===== config.mk =====
export PLATFORM = sky130hd
export DESIGN_NAME = serial_subtractor_flat
export DESIGN_NICKNAME = d
export VERILOG_FILES = /design/src/rtl/serial_subtractor_if.sv /design/src/rtl/serial_subtractor.sv /design/src/flat_wrapper.sv
export SDC_FILE = /design/constraint.sdc
export NUM_CORES = 1
export LEC_CHECK = 0
export CAP_MARGIN = 20
export CORE_AREA = 4 4 66 50
export CTS_CLUSTER_SIZE = 25
export DETAILED_ROUTE_END_ITERATION = 6
export DIE_AREA = 0 0 70 54
export SYNTH_ARGS = -nofsm -noshare
export SYNTH_HDL_FRONTEND = slang
export SYNTH_SLANG_ARGS = --single-unit

===== constraint.sdc =====
create_clock -name clk -period 4.65 [get_ports clk]
set_input_delay 0.465 -clock clk [delete_from_list [all_inputs] [get_ports clk]]
set_output_delay 0.465 -clock clk [all_outputs]
set_load 0.1 [all_outputs]

===== src/rtl/serial_subtractor_if.sv =====
// serial_subtractor_if
//   Groups the controller-facing signals of the bit-serial subtractor.
//   master: controller side (drives start/a/b/bin, observes the result).
//   slave : subtractor side (samples the request, drives status/result).
//   start  request, honoured only while the subtractor is idle
//   a, b   minuend / subtrahend (WIDTH bits)
//   bin    borrow-in
//   busy   high while bits are being processed
//   done   one-cycle pulse when diff/bout/zero hold a fresh result
//   diff   registered result (a - b - bin) mod 2^WIDTH
//   bout   final borrow-out (unsigned underflow)
//   zero   diff == 0, updated together with diff
interface serial_subtractor_if #(
  parameter int WIDTH = 3
);
  logic             start;
  logic [WIDTH-1:0] a;
  logic [WIDTH-1:0] b;
  logic             bin;
  logic             busy;
  logic             done;
  logic [WIDTH-1:0] diff;
  logic             bout;
  logic             zero;

  modport master (
    output start, a, b, bin,
    input  busy, done, diff, bout, zero
  );

  modport slave (
    input  start, a, b, bin,
    output busy, done, diff, bout, zero
  );
endinterface


===== src/rtl/serial_subtractor.sv =====
// serial_subtractor
//   Bit-serial two's-complement subtractor. Computes a - b - bin one bit per
//   clock, LSB first, with one full-subtractor cell and a borrow flop.
//   Ports:
//     clk  rising-edge clock
//     rst  synchronous active-high reset
//     bus  serial_subtractor_if.slave (start/a/b/bin in, busy/done/diff/bout/zero out)
//   Timing: start accepted at edge k -> busy for WIDTH cycles -> done pulse
//   for one cycle -> idle. Requests during busy/done are ignored.
module serial_subtractor #(
  parameter int WIDTH = 3
) (
  input  logic                clk,
  input  logic                rst,
  serial_subtractor_if.slave  bus
);

  localparam int CW = $clog2(WIDTH + 1);
  localparam logic [CW-1:0] LAST_BIT = CW'(WIDTH - 1);

  typedef enum logic [1:0] {
    IDLE = 2'd0,
    RUN  = 2'd1,
    DONE = 2'd2
  } state_t;

  state_t           state_reg;
  state_t           state_next;

  logic [WIDTH-1:0] sa_reg;
  logic [WIDTH-1:0] sb_reg;
  logic [WIDTH-1:0] sd_reg;
  logic [WIDTH-1:0] sd_shift;
  logic             br_reg;
  logic [CW-1:0]    cnt_reg;

  logic [WIDTH-1:0] diff_reg;
  logic             bout_reg;
  logic             zero_reg;

  logic             x;
  logic             y;
  logic             d;
  logic             br_next;
  logic             last_bit;

  // Full-subtractor cell on the current LSBs.
  assign x        = sa_reg[0];
  assign y        = sb_reg[0];
  assign d        = x ^ y ^ br_reg;
  assign br_next  = (~x & y) | (~x & br_reg) | (y & br_reg);
  assign last_bit = (cnt_reg == LAST_BIT);

  // Result register shifted right with the new difference bit entering at
  // the MSB; after WIDTH shifts bit 0 of the result sits in sd[0].
  genvar gi;
  generate
    for (gi = 0; gi < WIDTH; gi++) begin : g_sd_shift
      if (gi == WIDTH - 1) begin : g_msb
        assign sd_shift[gi] = d;
      end else begin : g_low
        assign sd_shift[gi] = sd_reg[gi+1];
      end
    end
  endgenerate

  // Next-state logic.
  always_comb begin
    state_next = state_reg;
    case (state_reg)
      IDLE:    if (bus.start) state_next = RUN;
      RUN:     if (last_bit)  state_next = DONE;
      DONE:    state_next = IDLE;
      default: state_next = IDLE;
    endcase
  end

  always_ff @(posedge clk) begin
    if (rst) begin
      state_reg <= IDLE;
    end else begin
      state_reg <= state_next;
    end
  end

  // Datapath: operand capture, serial processing and result update.
  always_ff @(posedge clk) begin
    if (rst) begin
      sa_reg   <= '0;
      sb_reg   <= '0;
      sd_reg   <= '0;
      br_reg   <= 1'b0;
      cnt_reg  <= '0;
      diff_reg <= '0;
      bout_reg <= 1'b0;
      zero_reg <= 1'b0;
    end else begin
      case (state_reg)
        IDLE: begin
          if (bus.start) begin
            sa_reg  <= bus.a;
            sb_reg  <= bus.b;
            br_reg  <= bus.bin;
            cnt_reg <= '0;
          end
        end
        RUN: begin
          sa_reg  <= sa_reg >> 1;
          sb_reg  <= sb_reg >> 1;
          sd_reg  <= sd_shift;
          br_reg  <= br_next;
          cnt_reg <= cnt_reg + 1'b1;
          // Published results only change on the final bit so the previous
          // result stays visible for the whole run.
          if (last_bit) begin
            diff_reg <= sd_shift;
            bout_reg <= br_next;
            zero_reg <= (sd_shift == '0);
          end
        end
        default: ;
      endcase
    end
  end

  assign bus.busy = (state_reg == RUN);
  assign bus.done = (state_reg == DONE);
  assign bus.diff = diff_reg;
  assign bus.bout = bout_reg;
  assign bus.zero = zero_reg;

endmodule


===== src/flat_wrapper.sv =====
// flat-port wrapper written by rule: the top's interface ports become plain ports
module serial_subtractor_flat 
#(
  parameter int WIDTH = 3
)
  (clk, rst, bus_start, bus_a, bus_b, bus_bin, bus_busy, bus_done, bus_diff, bus_bout, bus_zero);
  serial_subtractor_if #(.WIDTH(WIDTH)) bus_i ();
  input  logic clk;
  input  logic rst;
  input wire logic [$bits(bus_i.start)-1:0] bus_start;
  input wire logic [$bits(bus_i.a)-1:0] bus_a;
  input wire logic [$bits(bus_i.b)-1:0] bus_b;
  input wire logic [$bits(bus_i.bin)-1:0] bus_bin;
  output wire logic [$bits(bus_i.busy)-1:0] bus_busy;
  output wire logic [$bits(bus_i.done)-1:0] bus_done;
  output wire logic [$bits(bus_i.diff)-1:0] bus_diff;
  output wire logic [$bits(bus_i.bout)-1:0] bus_bout;
  output wire logic [$bits(bus_i.zero)-1:0] bus_zero;
  assign bus_i.start = bus_start;
  assign bus_i.a = bus_a;
  assign bus_i.b = bus_b;
  assign bus_i.bin = bus_bin;
  assign bus_busy = bus_i.busy;
  assign bus_done = bus_i.done;
  assign bus_diff = bus_i.diff;
  assign bus_bout = bus_i.bout;
  assign bus_zero = bus_i.zero;
  serial_subtractor #(.WIDTH(WIDTH)) u_core (.clk(clk), .rst(rst), .bus(bus_i));
endmodule

# --- Yosys cells after proc, flatten, opt, wreduce, memory -nomap -nowiden ---
# Index checks and enable logic that the tools add are counted.
classes:
  bitwise_logic: 8
  n_eq_ne: 5
  n_reduce_logical: 6
  mux: 11
  add_sub_neg: 1
op_table:
  columns: ["operator", "n"]
  rows:
  - ["one-hot mux 3 bit (2 select lines)", 2]
  - ["one-hot mux 2 bit (2 select lines)", 2]
  - ["2-to-1 mux 2 bit", 3]
  - ["2-to-1 mux 3 bit", 2]
  - ["AND reduction 2 bit", 3]
  - ["== test 2 bit, second input constant", 2]
  - ["bitwise AND 1 bit", 3]
  - ["logical NOT 3 bit", 1]
  - ["adder 2 x 1 -> 2 bit, second input constant", 1]
  - ["== test 2 x 1 -> 1 bit, second input constant", 1]
  - ["logical NOT 2 bit", 1]
  - ["inequality test 2 x 1 -> 1 bit, second input constant", 1]
  - ["inequality test 2 bit, second input constant", 1]
  - ["bitwise OR 1 bit", 2]
  - ["one-hot mux 1 bit (2 select lines)", 1]
  - ["nonzero test 2 bit", 1]
  - ["XOR 1 bit", 2]
  - ["2-to-1 mux 1 bit", 1]
  - ["inverter 1 bit", 1]
totals:
  reg_bits: 19
  out_inout_bits: 7

# --- Depth between registers and ports, before layout ---
# Gate-level depths: netlist (run 1).
depth:
  ltp_word: 5
  depth_mapped: 5

# --- Worst setup path before layout (run 1) ---
# OpenSTA, ideal clock, no wires.
synth_path:
  path_kind: "flip-flop to output port"
  startpoint: "reg u_core.state_reg[0]"
  endpoint: "out bus_done"
  stages_incl_launch_ff: 3
  n_path_buf: 1
  t_required_ps: 4185
  arrival_ps: 1854
  path_slack_ps: 2331
  path_cell_list: "dfxtp_1 -> buf_4 -> nor2b_1"
synth_between:
  elab_chain_cells: 1
synth_rtl:
  columns: ["element", "line", "text"]
  rows:
  - ["start: declaration", "serial_subtractor.sv:27", "state_t state_reg;"]
  - ["start signal: assignment", "serial_subtractor.sv:82", "state_reg <= state_next;"]
  - ["== test 2 bit", "serial_subtractor.sv:127", "assign bus.done = (state_reg == DONE);"]
  - ["end: declaration", "flat_wrapper.sv:15", "output wire logic [$bits(bus_i.done)-1:0] bus_done;"]
# Every way passes these cells.

# --- Worst setup path in the final report (run 1) ---
layout_path:
  startpoint: "reg u_core.state_reg[0]"
  endpoint: "out bus_busy"
layout_between:
  elab_chain_cells: 1
layout_rtl:
  columns: ["element", "line", "text"]
  rows:
  - ["== test 2 x 1 -> 1 bit", "serial_subtractor.sv:126", "assign bus.busy = (state_reg == RUN);"]
  - ["end: declaration", "flat_wrapper.sv:14", "output wire logic [$bits(bus_i.busy)-1:0] bus_busy;"]
# Every way passes these cells.

==> results_dict.tcl, run 1 <==
set metrics [dict create \
    critical_path_class "flop to output pin" \
    clk_pin_slew_worst_paths_ps 70 \
    cts_made_buffers 3 \
    fin_setup_tns_ps 0 \
    final_antenna_net_count 0 \
    viasPerCell 4.51 \
    n_antenna_cell 0 \
    root_buffer "clkbuf_8" \
    p_leak_nw 0.386 \
    fill_cells 285 \
    final_hold_viol_count 0 \
    coreArea_um2 2680 \
    portBuffers 16 \
    multi_input_area_um2 360 \
    p_per_area_nw_per_um2 349 \
    clock_latency_ps 250 \
    yosysWarnings 0 \
    grt_pass1_vias 559 \
    maxSlewHeadroom_pct 35.2 \
    wl_per_cell_um 10.9 \
    layout-drive-gt1-share_pct 6.38 \
    overflow 0 \
    ys_types 23 \
    grt_pass1_wl_um 2480 \
    cp_max_fo 12 \
    max_freq_mhz 331 \
    synth_seq_area_share_pct 47.2 \
    cts_sinks 18 \
    setup_viol 0 \
    dr_total_vias 586 \
    fin_crit_ps 3020 \
    drc 0 \
    area_growth_syn_to_layout_pct 30.5 \
    avgSynthCellArea_um2 9.66 \
    syn-num-nets 91 \
    ctsHoldBuffers 0 \
    hold_path_class "flop to flop" \
    grt.total_usage_pct 8.62 \
    io_pins 17 \
    layout.nets 107 \
    antenna_found_initial 0 \
    htreeDepth 1 \
    die_h_um 54 \
    dpl_cell_area_um2 941 \
    rows 16 \
    die_x_um 70 \
    rsz0062_at_grt "no" \
    dieArea_um2 3780 \
    synthesis.area_um2 763 \
    cts.path.max_buffers 2 \
    postCtsSetupBuffers 0 \
    status "completed" \
    synth.largest_area_cell "dfxtp_1" \
    drt_first_pass_iters 4 \
    synth_top_cell_area_share_pct 47.2 \
    final.setup_skew_ps 0.361 \
    dp_hpwl_um 1030 \
    synth_cells 79 \
    ys_seq_elements 18 \
    setup.worst_path.start_class "flop" \
    maxCapViolations 0 \
    ir_drop_mv 0.181 \
    critical_path.endpoint_type "output pin" \
    finalWeightedCongestion 0.784 \
    drv_slew 0 \
    final_cell_area_um2 996 \
    grt_max_degree 19 \
    drtIter0Drc 20 \
    critical_path_required_ps 4180 \
    cts_resized 0 \
    fin_crit_sh_pct 64.9 \
    cts_tree "built" \
    wl_um 1410 \
    start_util_pct 28.5 \
    arrival_ps 2550 \
    synthTopCellsByArea "dfxtp_1 47%, mux2i_1 9.2%, a211oi_1 6.9%" \
    seq_area_um2 360 \
    worst_pin_slew_ps 969 \
]
==> critical path: stages (launching register included) <==
cell,delay [ps]
dfxtp_1,680
and2b_1,420
clkdlybuf4s50_1,1200
==> cell usage after synthesis <==
library cell and n:
mux2i_1 7, nand3_1 3, nand2_1 4, nor3b_1 1, nor2b_1 1, nor2_1 12
ha_1 1, o21ba_2 1, or4b_1 1, buf_2 1, nor3_1 1, fa_1 1
dfxtp_1 18, clkbuf_1 2, nand3b_4 1, a21oi_1 5, inv_1 4, a22oi_1 3
and2b_1 1, a311oi_1 1, o21bai_1 1, a211oi_1 7, buf_4 2
==> layer usage <==
layer | up-vias | track usage, % | wire length, µm
met1 | 259 | 11.0 | 746
met3 | 3 | 5.04 | 121
met2 | 20 | 12.5 | 532
met5 | - | 0 | 0
li1 | 304 | - | -
met4 | 0 | 1.91 | 10
==> stage by stage <==
step | instances | utilization [%] | hold slack (ps) | total power [mW] | worst slack, ps
2_1_floorplan | 79 | - | 437 | 0.211 | 2330
3_3_place_gp | 126 | 35.1 | 439 | 0.225 | 1930
3_5_place_dp | 126 | 35.1 | 442 | 0.225 | 1900
5_1_grt | 130 | 37.1 | 468 | 0.369 | 1510
4_1_cts | 130 | 37.1 | 452 | 0.354 | 1610
6_report | 130 | 37.1 | 449 | 0.347 | 1630
==> area by class of cell <==
class                   count  share of cell area, %
flip-flops and latches     18                   36.2
multi-input cells          52                   36.2
repair buffers             16                   16.1
clock buffers               4                   5.53
well taps                  36                   4.52
inverters                   4                   1.51
==> cell families (layout without fill, tap and decap cells) <==
group / Yosys count / in the layout / share of synthesized area (%)
compound gates: 18 / 18 / 16.6
fa+ha+maj: 2 / 2 / 4.26
buf+inv: 9 / 24 / 5.57
flops: 18 / 18 / 47.2
mux: 7 / 7 / 9.18
simple gates: 25 / 25 / 17.2
==> layout by cell type, fill, tap and decap left out, types with 3 or more instances in the layout <==
cell and n:
dfxtp_1 18, clkdlybuf4s50_1 16, nor2_1 12, mux2i_1 7, a211oi_1 7, a21oi_1 5
inv_1 4, nand2_1 4, clkbuf_8 4, nand3_1 3, a22oi_1 3
==> path summary, 6_finish.rpt <==
check                           start         endpoint  slack [ps]  depth (start not counted)
setup / recovery  u_core.state_reg[0]         bus_busy        1630                          2
hold reg to reg       u_core.bus.zero  u_core.bus.zero         450                          2
hold / removal        u_core.bus.zero  u_core.bus.zero         450                          2
setup reg to reg    u_core.cnt_reg[0]  u_core.bus.zero        3050                          5
==> power breakdown <==
part | total [mW] | leakage [nW] | switching (mW) | internal [mW]
sequential | 0.171 | 0.147 | 0.00848 | 0.163
clock | 0.126 | 0.0288 | 0.0506 | 0.0752
combinational | 0.0502 | 0.210 | 0.0272 | 0.0229
total | 0.347 | 0.386 | 0.0863 | 0.261
Note: power is estimated with default switching activity, not from simulation.
==> inputs of run 2 (changes only) <==
==> constraint.sdc (replaced) <==
create_clock -name clk -period 2.7 [get_ports clk]
set_input_delay 0.27 -clock clk [delete_from_list [all_inputs] [get_ports clk]]
set_output_delay 0.27 -clock clk [all_outputs]
set_load 0.1 [all_outputs]
==> run 2 against run 1 <==
Combinational power up 72%. Sequential share of layout area up 0.65 points. Critical path depth unchanged. Non-clock buffer count unchanged. First-iteration DRC count down 10%. Die area unchanged. Sequential cell count unchanged. Hold slack better by 7.1 ps.
==> results_dict.tcl, run 2 (synthesis results as in run 1) <==
set metrics [dict create \
    portBuffers 16 \
    hold_start "u_core.bus.bout" \
    antenna_found_initial 0 \
    seq_area_um2 360 \
    setup_viol 0 \
    fill_cells 289 \
    status "completed" \
    io_pins 17 \
    die_x_um 70 \
    cp_max_fo 12 \
    holdPathEnd "u_core.bus.bout" \
    max_freq_mhz 500 \
    viasPerCell 4.52 \
    postCtsSetupBuffers 0 \
    dr_total_vias 587 \
    final_antenna_net_count 0 \
    critical_path.top_delay_family "flip-flops" \
    r2r_cells 3 \
    dp_hpwl_um 1110 \
    drv_slew 0 \
    final_common_cell "dfxtp_1" \
    critical_path_required_ps 2430 \
    maxCapViolations 0 \
    grt_max_degree 19 \
    cp_cell_sequence "and2b_1, buf_4" \
    finalWeightedCongestion 0.711 \
    grt.total_usage_pct 9.15 \
    hold_path_class "flop to flop" \
    fin_crit_ps 2000 \
    multi_input_area_um2 360 \
    cts.path.max_buffers 2 \
    start_util_pct 28.5 \
    slowest_delay_ps 700 \
    rsz0062_at_grt "no" \
    die_h_um 54 \
    critical_path_class "flop to output pin" \
    root_buffer "clkbuf_8" \
    cts_made_buffers 3 \
    final.setup_skew_ps 2.62 \
    worstReg2RegStart "u_core.state_reg[0]" \
    maxSlewHeadroom_pct 55.8 \
    drtIter0Drc 18 \
    layout.nets 107 \
    cts_sinks 18 \
    slowest_stage "dfxtp_1" \
    layout-drive-gt1-share_pct 13.8 \
    p_leak_nw 0.400 \
    clock_latency_ps 250 \
    wl_per_cell_um 11.6 \
    coreArea_um2 2680 \
    fin_setup_tns_ps 0 \
    clk_pin_slew_worst_paths_ps 70 \
    final_util_pct 36.5 \
    grt_pass1_vias 564 \
    area_growth_syn_to_layout_pct 28.2 \
    wl_um 1510 \
    critical_path.endpoint_type "output pin" \
    worstPathBufferInverterCount 1 \
    final_hold_viol_count 0 \
    n_antenna_cell 0 \
    ctsHoldBuffers 0 \
    r2r_setup_slack_ps 1090 \
    ir_drop_mv 0.398 \
    arrival_ps 1730 \
    drt_first_pass_iters 4 \
    dieArea_um2 3780 \
    grt_pass1_wl_um 2590 \
    rr_endpoint "u_core.bus.diff[2]" \
    cts_resized 0 \
    most-common-layout-cells "18 x dfxtp_1, 12 x nor2_1, 9 x clkdlybuf4s50_1" \
    drc 0 \
    fin_crit_sh_pct 74.0 \
    worst_pin_slew_ps 661 \
    p_per_area_nw_per_um2 614 \
    setup.worst_path.start_class "flop" \
    rows 16 \
    cts_tree "built" \
    whs_path_depth 2 \
    overflow 0 \
    htreeDepth 1 \
]
## run 2: how the worst max path moves through the flow
stage,startpoint,end,depth (start not counted)
after floorplan,u_core.state_reg[0],bus_done,2
after global placement,u_core.state_reg[0],bus_busy,2
after detailed placement,u_core.state_reg[0],bus_busy,2
after CTS,u_core.state_reg[0],bus_busy,2
after global routing,u_core.state_reg[0],bus_busy,2
final,u_core.state_reg[0],bus_busy,2
## run 2: tightest hold or removal path, stage by stage (launching register included)
cell     delay (ps)
dfxtp_1         310
nand2_1          50
a21oi_1          50
## run 2: metrics by stage
step,hold WS (ps),std cells,worst slack (ps),instance area [µm²],total power [mW]
finish,456,130,701,978,0.601
global route,476,130,614,978,0.637
CTS,462,130,685,978,0.612
detailed placement,452,126,968,923,0.388
global placement,441,126,1020,923,0.386
floorplan,418,79,576,763,0.364
## run 2: where the power goes
part / switching (mW) / leakage, nW / total (mW) / internal [mW]
clock network: 0.0896 / 0.0288 / 0.219 / 0.130
registers: 0.0148 / 0.147 / 0.295 / 0.281
logic: 0.0474 / 0.224 / 0.0864 / 0.0390
## run 2: cell type report
cell class	instances	share of cell area, %
tap	36	4.60
multi-input combinational	52	36.8
timing repair buffer	16	14.6
inverter	4	1.53
clock buffer	4	5.63
sequential	18	36.8
## run 2: routing by layer
metal  up-vias  share of wire [%]  global-route usage [%]
met5         -                  0                       0
met4         0                1.3                    3.82
met3         4                7.4                    4.85
met2        18                 40                    13.8
met1       254                 51                    11.0
li1        311                  -                       -
==> inputs of run 3 (changes only) <==
==> constraint.sdc (replaced) <==
create_clock -name clk -period 1.76 [get_ports clk]
set_input_delay 0.176 -clock clk [delete_from_list [all_inputs] [get_ports clk]]
set_output_delay 0.176 -clock clk [all_outputs]
set_load 0.1 [all_outputs]
==> run 3 against run 2 <==
Hold slack about the same. Power up 55%. Die area unchanged. First-iteration DRC count up 22%. Cell area up 3.6%. Critical path type is now flop to flop. Via count up 2.6%. Cell count up 0.77%. Utilization up 1.3 points. Global-route usage down 0.35 points. Clock power up 55%. Clock-buffer cell count unchanged. Routed wire length down 1.9%.
==> results_dict.tcl, run 3 (synthesis results as in run 1) <==
set metrics [dict create \
    r2r_setup_slack_ps 170 \
    coreArea_um2 2680 \
    r2r_cells 5 \
    viasPerCell 4.60 \
    ctsHoldBuffers 0 \
    ir_drop_mv 0.423 \
    clk_pin_slew_worst_paths_ps 70 \
    htreeDepth 1 \
    die_h_um 54 \
    multi_input_area_um2 363 \
    final_common_cell "dfxtp_1" \
    whs_path_depth 2 \
    fin_crit_sh_pct 90.5 \
    hold_start "u_core.bus.diff[1]" \
    max_freq_mhz 628 \
    most-common-layout-cells "18 x dfxtp_1, 12 x nor2_1, 9 x clkdlybuf4s50_1" \
    grt.total_usage_pct 8.80 \
    critical_path_class "flop to flop" \
    area_growth_syn_to_layout_pct 32.8 \
    drc 0 \
    seq_area_um2 360 \
    whs_ps 456 \
    worstReg2RegStart "u_core.cnt_reg[0]" \
    fin_setup_tns_ps 0 \
    dp_hpwl_um 1070 \
    status "completed" \
    arrival_ps 1770 \
    grt_pass1_wl_um 2450 \
    rr_endpoint "u_core.bus.zero" \
    n_antenna_cell 0 \
    cts_sinks 18 \
    cp_max_fo 7 \
    worst_pin_slew_ps 672 \
    final_hold_viol_count 0 \
    postCtsSetupBuffers 0 \
    rows 16 \
    portBuffers 16 \
    dieArea_um2 3780 \
    routed.top_layer "met4" \
    cts_tree "built" \
    power_mw 0.933 \
    wl_um 1480 \
    die_x_um 70 \
    fin_crit_ps 1590 \
    dr_total_vias 602 \
    maxCapViolations 0 \
    cts_resized 0 \
    final_antenna_net_count 0 \
    overflow 0 \
    drv_slew 0 \
    grt_max_degree 19 \
    cts_made_buffers 3 \
    layout-drive-gt1-share_pct 15.8 \
    hold_path_class "flop to flop" \
    drtIter0Drc 22 \
    final.setup_skew_ps 4.83 \
    layout.nets 108 \
    p_per_area_nw_per_um2 921 \
    wl_met1_um 766 \
    finalWeightedCongestion 0.708 \
    p_leak_nw 0.411 \
    start_util_pct 28.5 \
    grt_pass1_vias 533 \
    dpl_cell_area_um2 958 \
    antenna_found_initial 0 \
    maxSlewHeadroom_pct 55.1 \
    route.met3.wl_um 116 \
    critical_path_required_ps 1940 \
    wl_per_cell_um 11.3 \
    rsz0062_at_grt "no" \
    setup_viol 0 \
    met2_length_um 558 \
    drt_first_pass_iters 4 \
    setup.worst_path.start_class "flop" \
    final_cell_area_um2 1010 \
    cts.path.max_buffers 2 \
    root_buffer "clkbuf_8" \
    fill_cells 289 \
    io_pins 17 \
    holdPathEnd "u_core.bus.diff[1]" \
    clock_latency_ps 260 \
    critical_path.endpoint_type "flop" \
]
run 3: changes by cell type in the layout (fill, tap and decap cells not counted):
cell,previous run,this run
buf_12,0,2
buf_4,7,6
nor2b_1,1,0
nor2b_2,0,1
run 3: area by class of cell:
type,count,area share (%)
Multi-Input combinational cell,52,35.8
Sequential cell,18,35.6
Timing Repair Buffer,17,17.3
Clock buffer,4,5.43
Tap cell,36,4.44
Inverter,4,1.48
run 3: worst max path at each step:
stage,start,slack (ps),end
after global placement,u_core.br_reg,240,u_core.bus.zero
final,u_core.cnt_reg[0],170,u_core.bus.zero
after floorplan,u_core.state_reg[0],260,bus_done
after global routing,u_core.cnt_reg[0],60,u_core.bus.zero
after detailed placement,u_core.cnt_reg[0],180,u_core.bus.zero
after CTS,u_core.cnt_reg[0],150,u_core.bus.zero
run 3: metrics by stage:
step                util [%]  setup slack (ps)  cells
global placement        35.7               235    127
floorplan                  -               264     79
CTS                     37.8               152    131
finish                  37.8               167    131
detailed placement      35.7               179    127
global route            37.8              62.7    131
run 3: layer usage:
metal,vias to the layer above,global-route usage [%]
met5,-,0
met4,0,6.69
met3,5,5.04
met2,18,12.1
met1,268,10.1
li1,311,-
run 3: power breakdown:
group          leakage [nW]  total [mW]  switching [mW]  internal (mW)
Clock                0.0288       0.340           0.141          0.199
Sequential            0.147       0.446          0.0156          0.431
Combinational         0.235       0.147          0.0806         0.0666
run 3: worst max-delay path, cell delays in order (launching register included):
cell	delay (ps)
dfxtp_1	320
inv_1	60
ha_1	320
nand3b_4	150
or4b_1	520
a21oi_1	150
